## src/rtl/div_pkg.sv

```systemverilog
// div_pkg: shared state encoding and constants for the iterative divider.
package div_pkg;
    typedef enum logic [1:0] {
        DIV_IDLE = 2'd0,
        DIV_CALC = 2'd1,
        DIV_DONE = 2'd2
    } div_state_e;

    // Quotient bits are filled with this value on a divide by zero.
    localparam logic DBZ_FILL = 1'b1;

    function automatic int cnt_w(input int w);
        return (w > 1) ? $clog2(w) : 1;
    endfunction
endpackage

```

## src/rtl/div_step.sv

```systemverilog
// div_step: one restoring division iteration.
module div_step #(
    parameter int W = 32
) (
    input  logic [W-1:0] rem,
    input  logic         bit_in,
    input  logic [W-1:0] dvs,
    output logic [W-1:0] rem_next,
    output logic         q_bit
);
    logic [W:0] shifted, trial;

    // W+1 bits are enough: the shifted remainder stays below 2*dvs.
    always_comb begin
        shifted  = {rem, bit_in};
        trial    = shifted - {1'b0, dvs};
        q_bit    = ~trial[W];
        rem_next = q_bit ? trial[W-1:0] : shifted[W-1:0];
    end
endmodule

```

## src/rtl/div_unit.sv

```systemverilog
// div_unit: multi-cycle DIV/DIVU, one quotient bit per cycle.
module div_unit
    import div_pkg::*;
#(
    parameter int DATA_WIDTH = 32
) (
    input  logic                  clk,
    input  logic                  rst_n,
    input  logic                  start,
    input  logic                  is_signed,
    input  logic [DATA_WIDTH-1:0] dividend,
    input  logic [DATA_WIDTH-1:0] divisor,
    output logic                  busy,
    output logic                  done,
    output logic [DATA_WIDTH-1:0] quotient,
    output logic [DATA_WIDTH-1:0] remainder,
    output logic                  div_by_zero
);
    localparam int W  = DATA_WIDTH;
    localparam int CW = cnt_w(W);

    div_state_e    state, state_nxt;
    logic [CW-1:0] cnt;
    logic [W-1:0]  rem, dvd, dvs_mag, raw_dvd, rem_next, q_fin;
    logic          q_neg, r_neg, dbz, q_bit, last, accept;

    div_step #(.W(W)) u_step (
        .rem      (rem),
        .bit_in   (dvd[W-1]),
        .dvs      (dvs_mag),
        .rem_next (rem_next),
        .q_bit    (q_bit)
    );

    assign last   = cnt == CW'(W - 1);
    assign accept = start && state != DIV_CALC;
    assign q_fin  = {dvd[W-2:0], q_bit};

    always_ff @(posedge clk) begin
        if (!rst_n)
            state <= DIV_IDLE;
        else
            state <= state_nxt;
    end

    always_comb begin
        state_nxt = (state == DIV_CALC) ? (last ? DIV_DONE : DIV_CALC)
                                        : (start ? DIV_CALC : DIV_IDLE);
    end

    always_comb begin
        busy = state == DIV_CALC;
        done = state == DIV_DONE;
    end

    always_ff @(posedge clk) begin
        if (!rst_n) begin
            cnt         <= '0;
            rem         <= '0;
            dvd         <= '0;
            dvs_mag     <= '0;
            raw_dvd     <= '0;
            q_neg       <= 1'b0;
            r_neg       <= 1'b0;
            dbz         <= 1'b0;
            quotient    <= '0;
            remainder   <= '0;
            div_by_zero <= 1'b0;
        end else if (accept) begin
            cnt     <= '0;
            rem     <= '0;
            dvd     <= is_signed && dividend[W-1] ? -dividend : dividend;
            dvs_mag <= is_signed && divisor[W-1] ? -divisor : divisor;
            raw_dvd <= dividend;
            q_neg   <= is_signed && (dividend[W-1] ^ divisor[W-1]);
            r_neg   <= is_signed && dividend[W-1];
            dbz     <= divisor == '0;
        end else if (state == DIV_CALC) begin
            cnt <= cnt + CW'(1);
            rem <= rem_next;
            dvd <= q_fin;
            // Negating a zero remainder yields zero, so no special case is needed.
            if (last) begin
                quotient    <= dbz ? {W{DBZ_FILL}} : (q_neg ? -q_fin : q_fin);
                remainder   <= dbz ? raw_dvd : (r_neg ? -rem_next : rem_next);
                div_by_zero <= dbz;
            end
        end
    end
endmodule

```

## config.mk

```make
export PLATFORM = sky130hd
export DESIGN_NAME = div_unit
export DESIGN_NICKNAME = d
export VERILOG_FILES = /design/src/rtl/div_pkg.sv /design/src/rtl/div_step.sv /design/src/rtl/div_unit.sv
export SDC_FILE = /design/constraint.sdc
export NUM_CORES = 1
export LEC_CHECK = 0
export ABC_AREA = 1
export CORE_ASPECT_RATIO = 0.6
export CORE_MARGIN = 3
export CORE_UTILIZATION = 47
export CTS_CLUSTER_DIAMETER = 40
export CTS_CLUSTER_SIZE = 25
export DETAILED_ROUTE_END_ITERATION = 7
export PLACE_DENSITY = 0.68
export SKIP_CTS_REPAIR_TIMING = 1
export SYNTH_ARGS = -nofsm -noshare
export SYNTH_HDL_FRONTEND = slang
export SYNTH_SLANG_ARGS = --single-unit
```

## constraint.sdc

```tcl
create_clock -name clk -period 8.5 [get_ports clk]
set_input_delay 0.85 -clock clk [delete_from_list [all_inputs] [get_ports clk]]
set_output_delay 0.85 -clock clk [all_outputs]
set_load 0.05 [all_outputs]
```

==> results of run 1 <==
==> metal layers <==
layer	up-vias	part of all wire	routed length [um]
met2	766	0.36	19200
li1	7410	-	-
met5	-	0.00024	13
met1	7171	0.51	27300
met3	58	0.13	6850
met4	2	0.011	594
==> worst reg2reg max path, delay by kind of cell (launching register included) <==
family	cells	cell delay, ps
xor gates and xnor gates	1	180
buffers and inverters	4	260
adders and majority gates	3	800
AOI/OAI and AO/OA	1	150
and+or+nand+nor	19	3280
DFF	1	310
==> power groups by stage <==
| stage | Combinational [W] | Sequential, W | Clock (W) |
|---|---|---|---|
| floorplan | 0.000947 | 0.00105 | 0 |
| global placement | 0.00132 | 0.00106 | 0 |
| detailed placement | 0.00132 | 0.00106 | 0 |
| CTS | 0.00133 | 0.00104 | 0.00117 |
| global route | 0.00151 | 0.00105 | 0.00122 |
| finish | 0.00137 | 0.00104 | 0.00116 |
==> final timing paths <==
path                                    end  slack (ps)  depth (start not counted)
setup / recovery  quotient[28]$_SDFFE_PN0P_        3390                         28
hold / removal     raw_dvd[17]$_SDFFE_PN0P_         450                          2
setup reg to reg  quotient[28]$_SDFFE_PN0P_        3390                         28
hold reg to reg    raw_dvd[17]$_SDFFE_PN0P_         450                          2
==> registers in the layout (all words and copies together), names as in the netlist <==
signal,cells
dbz,1
remainder,32
quotient,32
cnt,5
div_by_zero,1
state,2
q_neg,1
dvs_mag,32
r_neg,1
raw_dvd,32
dvd,32
rem,32
==> cell usage in the layout (no fill, tap or decap), types with 15 or more instances in the layout <==
master / instances
a21oi_1: 117
a22oi_1: 22
a31oi_1: 22
buf_4: 15
clkbuf_16: 27
clkdlybuf4s50_1: 133
dfxtp_1: 203
ha_1: 38
inv_1: 346
nand2_1: 537
nand2_2: 21
nand3_1: 158
nand4_1: 21
nor2_1: 193
nor3_1: 44
o211ai_1: 24
o21ai_0: 145
o21ai_1: 21
o221ai_1: 23
o22ai_1: 28
xor2_1: 22
==> logic make-up after synthesis <==
kind of cell               share of synthesized area
AOI/OAI and AO/OA                              0.198
xor gates and xnor gates                      0.0223
adders and majority gates                     0.0361
buffers and inverters                          0.125
DFF                                            0.296
and+or+nand+nor                                0.323
==> through the flow <==
step / setup WS, ps / total power (W) / cell area, um2 / std cells
after floorplan: 4690 / 0.00200 / 13700 / 2202
after global placement: 3800 / 0.00238 / 15300 / 2630
after detailed placement: 3610 / 0.00238 / 15300 / 2630
after CTS: 3580 / 0.00353 / 16200 / 2680
after global routing: 2910 / 0.00378 / 16200 / 2680
final: 3390 / 0.00358 / 16200 / 2680
==> layout make-up <==
type,instances,area (um2)
Fill cell,2826,12000
Multi-Input combinational cell,1559,7970
Sequential cell,203,4060
Timing Repair Buffer,149,1450
Inverter,352,1320
Clock buffer,31,701
Tap cell,367,459
Clock inverter,19,196
==> run summary, run 1 <==
Aggregate global routing overflow - 0
Diode count - 0
Synth Area per Inst - 6.24 um2
Die width - 227 um
GRT busiest layer - met1
Io pins - 135
Final Hold Vio Count - 0
Pin count of the biggest net entering global routing - 91
Startpoint types - flip-flop
Clk root buf - clkbuf_16
Vias - 15400
Crit. End Element - flip-flop
Clock Path Buffers - 3
CP delay by family, top - simple AND/OR/NAND/NOR gates
Layout cells sized above 1 - 0.0532
Worst Path Max Fanout - 39
Number of synthesized flops with an enable pin - 0
H-Tree Depth - 1
Core ar. - 28200 um2
Net switching power - 0.00154 W
Die Ht - 138 um
CTS tree - built
Global router's overall resource usage - 0.336
Kind of critical path - flip-flop to flip-flop
Yosys cell types - 61
CTS sink cnt - 203
Avg WL per Cell - 20.1 um
Number of global-route vias before repair - 13600
FMAX - 196 MHz
Post-synth top area cell - dfxtp_1
Internal Power - 0.00204 W
Power per cell area - 221 nW/um2
Final net count - 2399
Die area - 31400 um2
Synthesized net count - 2309
CP max-delay cell - nand2_4
Vias per inst - 5.75
Clock power share - 0.325
Initial DRC count - 2016
Global-route wire length before repair - 82000 um
Max cap viols - 0
Most common cell in the netlist - nand2_1
Sw frac - 0.431
Worst min path class - flip-flop to flip-flop
Synth Register Bits - 203
Sequential power share - 0.291
Total Neg Setup Slack - 0 ps
Worst path buffer plus inverter count - 4
Leakage - 7.71 nW
Worst-path clk slew - 70 ps
Synth async-reset ratio - 0
Initial core utilization - 0.487
Drt drc - 0
Worst vdd ir - 0.167 mV
Yosys top cell area share - 0.296
Hold slack - 448 ps
Number of CTS-inserted buffers - 27
Syn-to-layout area delta - 17.7%
Synth top area cells - dfxtp_1 (30%), nand2_1 (15%), inv_1 (9.5%)
Met3 usage - 0.109
Final worst path period need - 5110 ps
Worst Hold Launch - raw_dvd[17]$_SDFFE_PN0P_
Worst-skew pair later-pin latency - 560 ps
Post-route ant nets - 0
Max-slew headroom - 0.223
Main synth FF type - dfxtp_1
Status - complete, no violations
Crit path from - dvd[31]$_SDFFE_PN0P_
Clock Skew - 18.0 ps
Yosys warns - 0
Routed wire length - 53900 um
Met1 Use GR - 0.554
Final Util - 0.574
Synthesized area - 13700 um2
First-pass DRT Iterations - 6
Mapped Cells - 2202
Row count - 47
Worst R2R Start - dvd[31]$_SDFFE_PN0P_
Sequential share of the synthesized area - 0.296
Post-DP HPWL - 41300 um
Antenna violations before repair - 2
Period utilization - 0.601
Comb pwr share - 0.384
Port bufs - 134
Critical Path RT - 8930 ps
RSZ-0062 raised after global routing - false
Most common library cells after synthesis - nand2_1 (538), inv_1 (346), dfxtp_1 (203), nor2_1 (196), nand3_1 (158)
Worst-Margin Slew - 1160 ps
Max-slew violations - 0
Final setup fails - 0
CP peak stage delay - 470 ps
CP Data Arrival Time - 5540 ps
Crit path top cell by count - nand2_1
Met2 global-route usage - 0.418
GPL Wtd Cong - 1.01
Power figures use the tool's default switching activity.
==> inputs of run 2 (changes only) <==
Settings changed: PLACE_DENSITY 0.68 to 0.7.
Clock period 8.5 ns to 4.4 ns, I/O delays scaled along.
==> run 2 against run 1 <==
Compared with the run above:
- routed wire length fell by 1.8%
- sequential cell count did not move
- total power rose by 91%
- cell count rose by 0.37%
- first-iteration DRC count grew 15%
- register-to-register slack got worse by 3100 ps
- critical path type unchanged
==> run summary, run 2 (synthesis results as in run 1) <==
Post-DP HPWL - 40600 um
Syn-to-layout area delta - 18.5%
Hold depth - 3
Leakage - 7.76 nW
Status - complete, no violations
Critical Path RT - 4830 ps
Core ar. - 28200 um2
Avg WL per Cell - 19.7 um
Worst-Margin Slew - 1010 ps
Setup ws final - 344 ps
Worst Hold Launch - rst_n
Met1 Use GR - 0.518
Worst vdd ir - 0.321 mV
Clock power share - 0.310
CP peak stage delay - 360 ps
Crit path top cell by count - inv_1
Layout cells sized above 1 - 0.0603
Number of CTS-inserted buffers - 25
GPL Wtd Cong - 0.998
Final Util - 0.577
Final Hold Vio Count - 0
Drt drc - 0
Startpoint types - flip-flop
First-pass DRT Iterations - 6
Most frequent cells in the layout - nand2_1 (535), inv_1 (346), dfxtp_1 (203)
Net switching power - 0.00291 W
Row count - 47
CP delay by family, top - simple AND/OR/NAND/NOR gates
Die Ht - 138 um
Worst-path clk slew - 70 ps
Hold slack - 422 ps
Port bufs - 134
Sw frac - 0.426
Commonest non-fill, non-tap cell in the layout - nand2_1
Antenna violations before repair - 1
CTS tree - built
Sequential power share - 0.295
Clk root buf - clkbuf_16
Hold endpoint - remainder[19]$_SDFFE_PN0P_
Met3 usage - 0.127
Internal Power - 0.00392 W
CP max-delay cell - ha_1
Worst-skew pair later-pin latency - 540 ps
Setup slack, reg-to-reg - 340 ps
Reg-to-reg critical path endpoint - quotient[28]$_SDFFE_PN0P_
Die area - 31400 um2
Die width - 227 um
Vias - 15500
CTS sink cnt - 203
Initial DRC count - 2328
Vias per inst - 5.76
CP Data Arrival Time - 4480 ps
Max cap viols - 0
H-Tree Depth - 1
Critical-path cell list - inv_1 -> ha_1 -> nand2_1 -> inv_1 -> a21oi_2 -> nand2_1 -> a21oi_2 -> nand3_2 -> nand2_4 -> ha_1 -> inv_1 -> nor3_4 -> nand2_2 -> nor2_4 -> nand2_2 -> nor2_2 -> nand4_1 -> nor3_2 -> nand2_1 -> nor3_1 -> nor2_1 -> xor2_1 -> o221ai_1 -> inv_1
Global-route wire length before repair - 80400 um
Worst R2R Path Depth - 24
Worst min path class - input port to flip-flop
Fillers - 2763
Aggregate global routing overflow - 0
Routed wire length - 52900 um
Initial core utilization - 0.487
Final worst path period need - 4060 ps
Period utilization - 0.922
Io pins - 135
RSZ-0062 raised after global routing - false
GRT busiest layer - met1
Power, Total - 0.00683 W
Max-slew violations - 0
Clock Skew - 18.7 ps
Global router's overall resource usage - 0.328
Total Neg Setup Slack - 0 ps
Worst R2R Start - dvs_mag[22]$_SDFFE_PN0P_
Final net count - 2411
Power per cell area - 420 nW/um2
Final setup fails - 0
Post-route ant nets - 0
Kind of critical path - flip-flop to flip-flop
Setup WS pre-CTS - 150 ps
Comb pwr share - 0.395
FMAX - 247 MHz
Met2 global-route usage - 0.413
Max-slew headroom - 0.319
Worst path buffer plus inverter count - 4
Number of global-route vias before repair - 13600
Worst Path Max Fanout - 5
Clock Path Buffers - 3
Pin count of the biggest net entering global routing - 90
Crit. End Element - flip-flop
run 2: cell count changes in the layout (fill, tap and decap cells not counted), sizes merged:
cell      before  now
diode          0    1
clkinvlp       1    4
inv          358  349
clkinv        11   15
bufinv         1    2
clkbuf        31   27
buf           16   30
run 2: worst max-delay path by stage:
| stage | start | endpoint | slack [ps] | depth (start not counted) |
|---|---|---|---|---|
| final | dvs_mag[22]$_SDFFE_PN0P_ | quotient[28]$_SDFFE_PN0P_ | 340 | 24 |
| after global routing | dvd[31]$_SDFFE_PN0P_ | quotient[28]$_SDFFE_PN0P_ | 9 | 28 |
| after CTS | dvd[31]$_SDFFE_PN0P_ | quotient[28]$_SDFFE_PN0P_ | 120 | 28 |
| after detailed placement | dvd[31]$_SDFFE_PN0P_ | quotient[28]$_SDFFE_PN0P_ | 150 | 28 |
| after global placement | dvd[31]$_SDFFE_PN0P_ | quotient[28]$_SDFFE_PN0P_ | 300 | 28 |
| after floorplan | dvd[31]$_SDFFE_PN0P_ | quotient[28]$_SDFFE_PN0P_ | 590 | 30 |
run 2: worst register-to-register path: stages (launching register included):
cell and delay [ps]:
dfxtp_1 300, inv_1 70, ha_1 360, nand2_1 170, inv_1 70, a21oi_2 160, nand2_1 100, a21oi_2 320
nand3_2 170, nand2_4 110, ha_1 160, inv_1 80, nor3_4 160, nand2_2 110, nor2_4 140, nand2_2 90
nor2_2 140, nand4_1 220, nor3_2 280, nand2_1 120, nor3_1 150, nor2_1 70, xor2_1 170, o221ai_1 160
inv_1 70
run 2: power by group through the flow:
| stage | sequential [W] | combinational, W | clock [W] |
|---|---|---|---|
| 2_1_floorplan | 0.00202 | 0.00183 | 0 |
| 3_3_place_gp | 0.00205 | 0.00256 | 0 |
| 3_5_place_dp | 0.00205 | 0.00256 | 0 |
| 4_1_cts | 0.00201 | 0.00258 | 0.00213 |
| 5_1_grt | 0.00203 | 0.00296 | 0.00221 |
| 6_report | 0.00202 | 0.00270 | 0.00212 |
run 2: final cells by class:
cell class	count	area, um2	area share
multi-input cells	1559	8010	0.493
flip-flops and latches	203	4060	0.250
repair buffers	163	1570	0.0963
inverters	352	1320	0.0812
clock buffers	27	643	0.0395
well taps	367	459	0.0282
clock inverters	18	198	0.0122
diodes	1	2.50	0.000154
run 2: stage by stage:
stage | instance area, um2 | instances
6_report | 16300 | 2690
3_5_place_dp | 15400 | 2644
4_1_cts | 16200 | 2689
2_1_floorplan | 13700 | 2202
5_1_grt | 16300 | 2689
3_3_place_gp | 15400 | 2644
run 2: routing by layer:
metal	vias up	share of wire	wire length (um)
li1	7427	-	-
met1	7115	0.47	24700
met2	896	0.36	19300
met3	52	0.16	8260
met4	2	0.014	718
met5	-	0.00025	13
==> inputs of run 3 (changes only) <==
Settings changed: ABC_CLOCK_PERIOD_IN_PS from default to 4400.
==> results of run 3 <==
The final DEF is identical to that of run 2; final timing and power are the same.
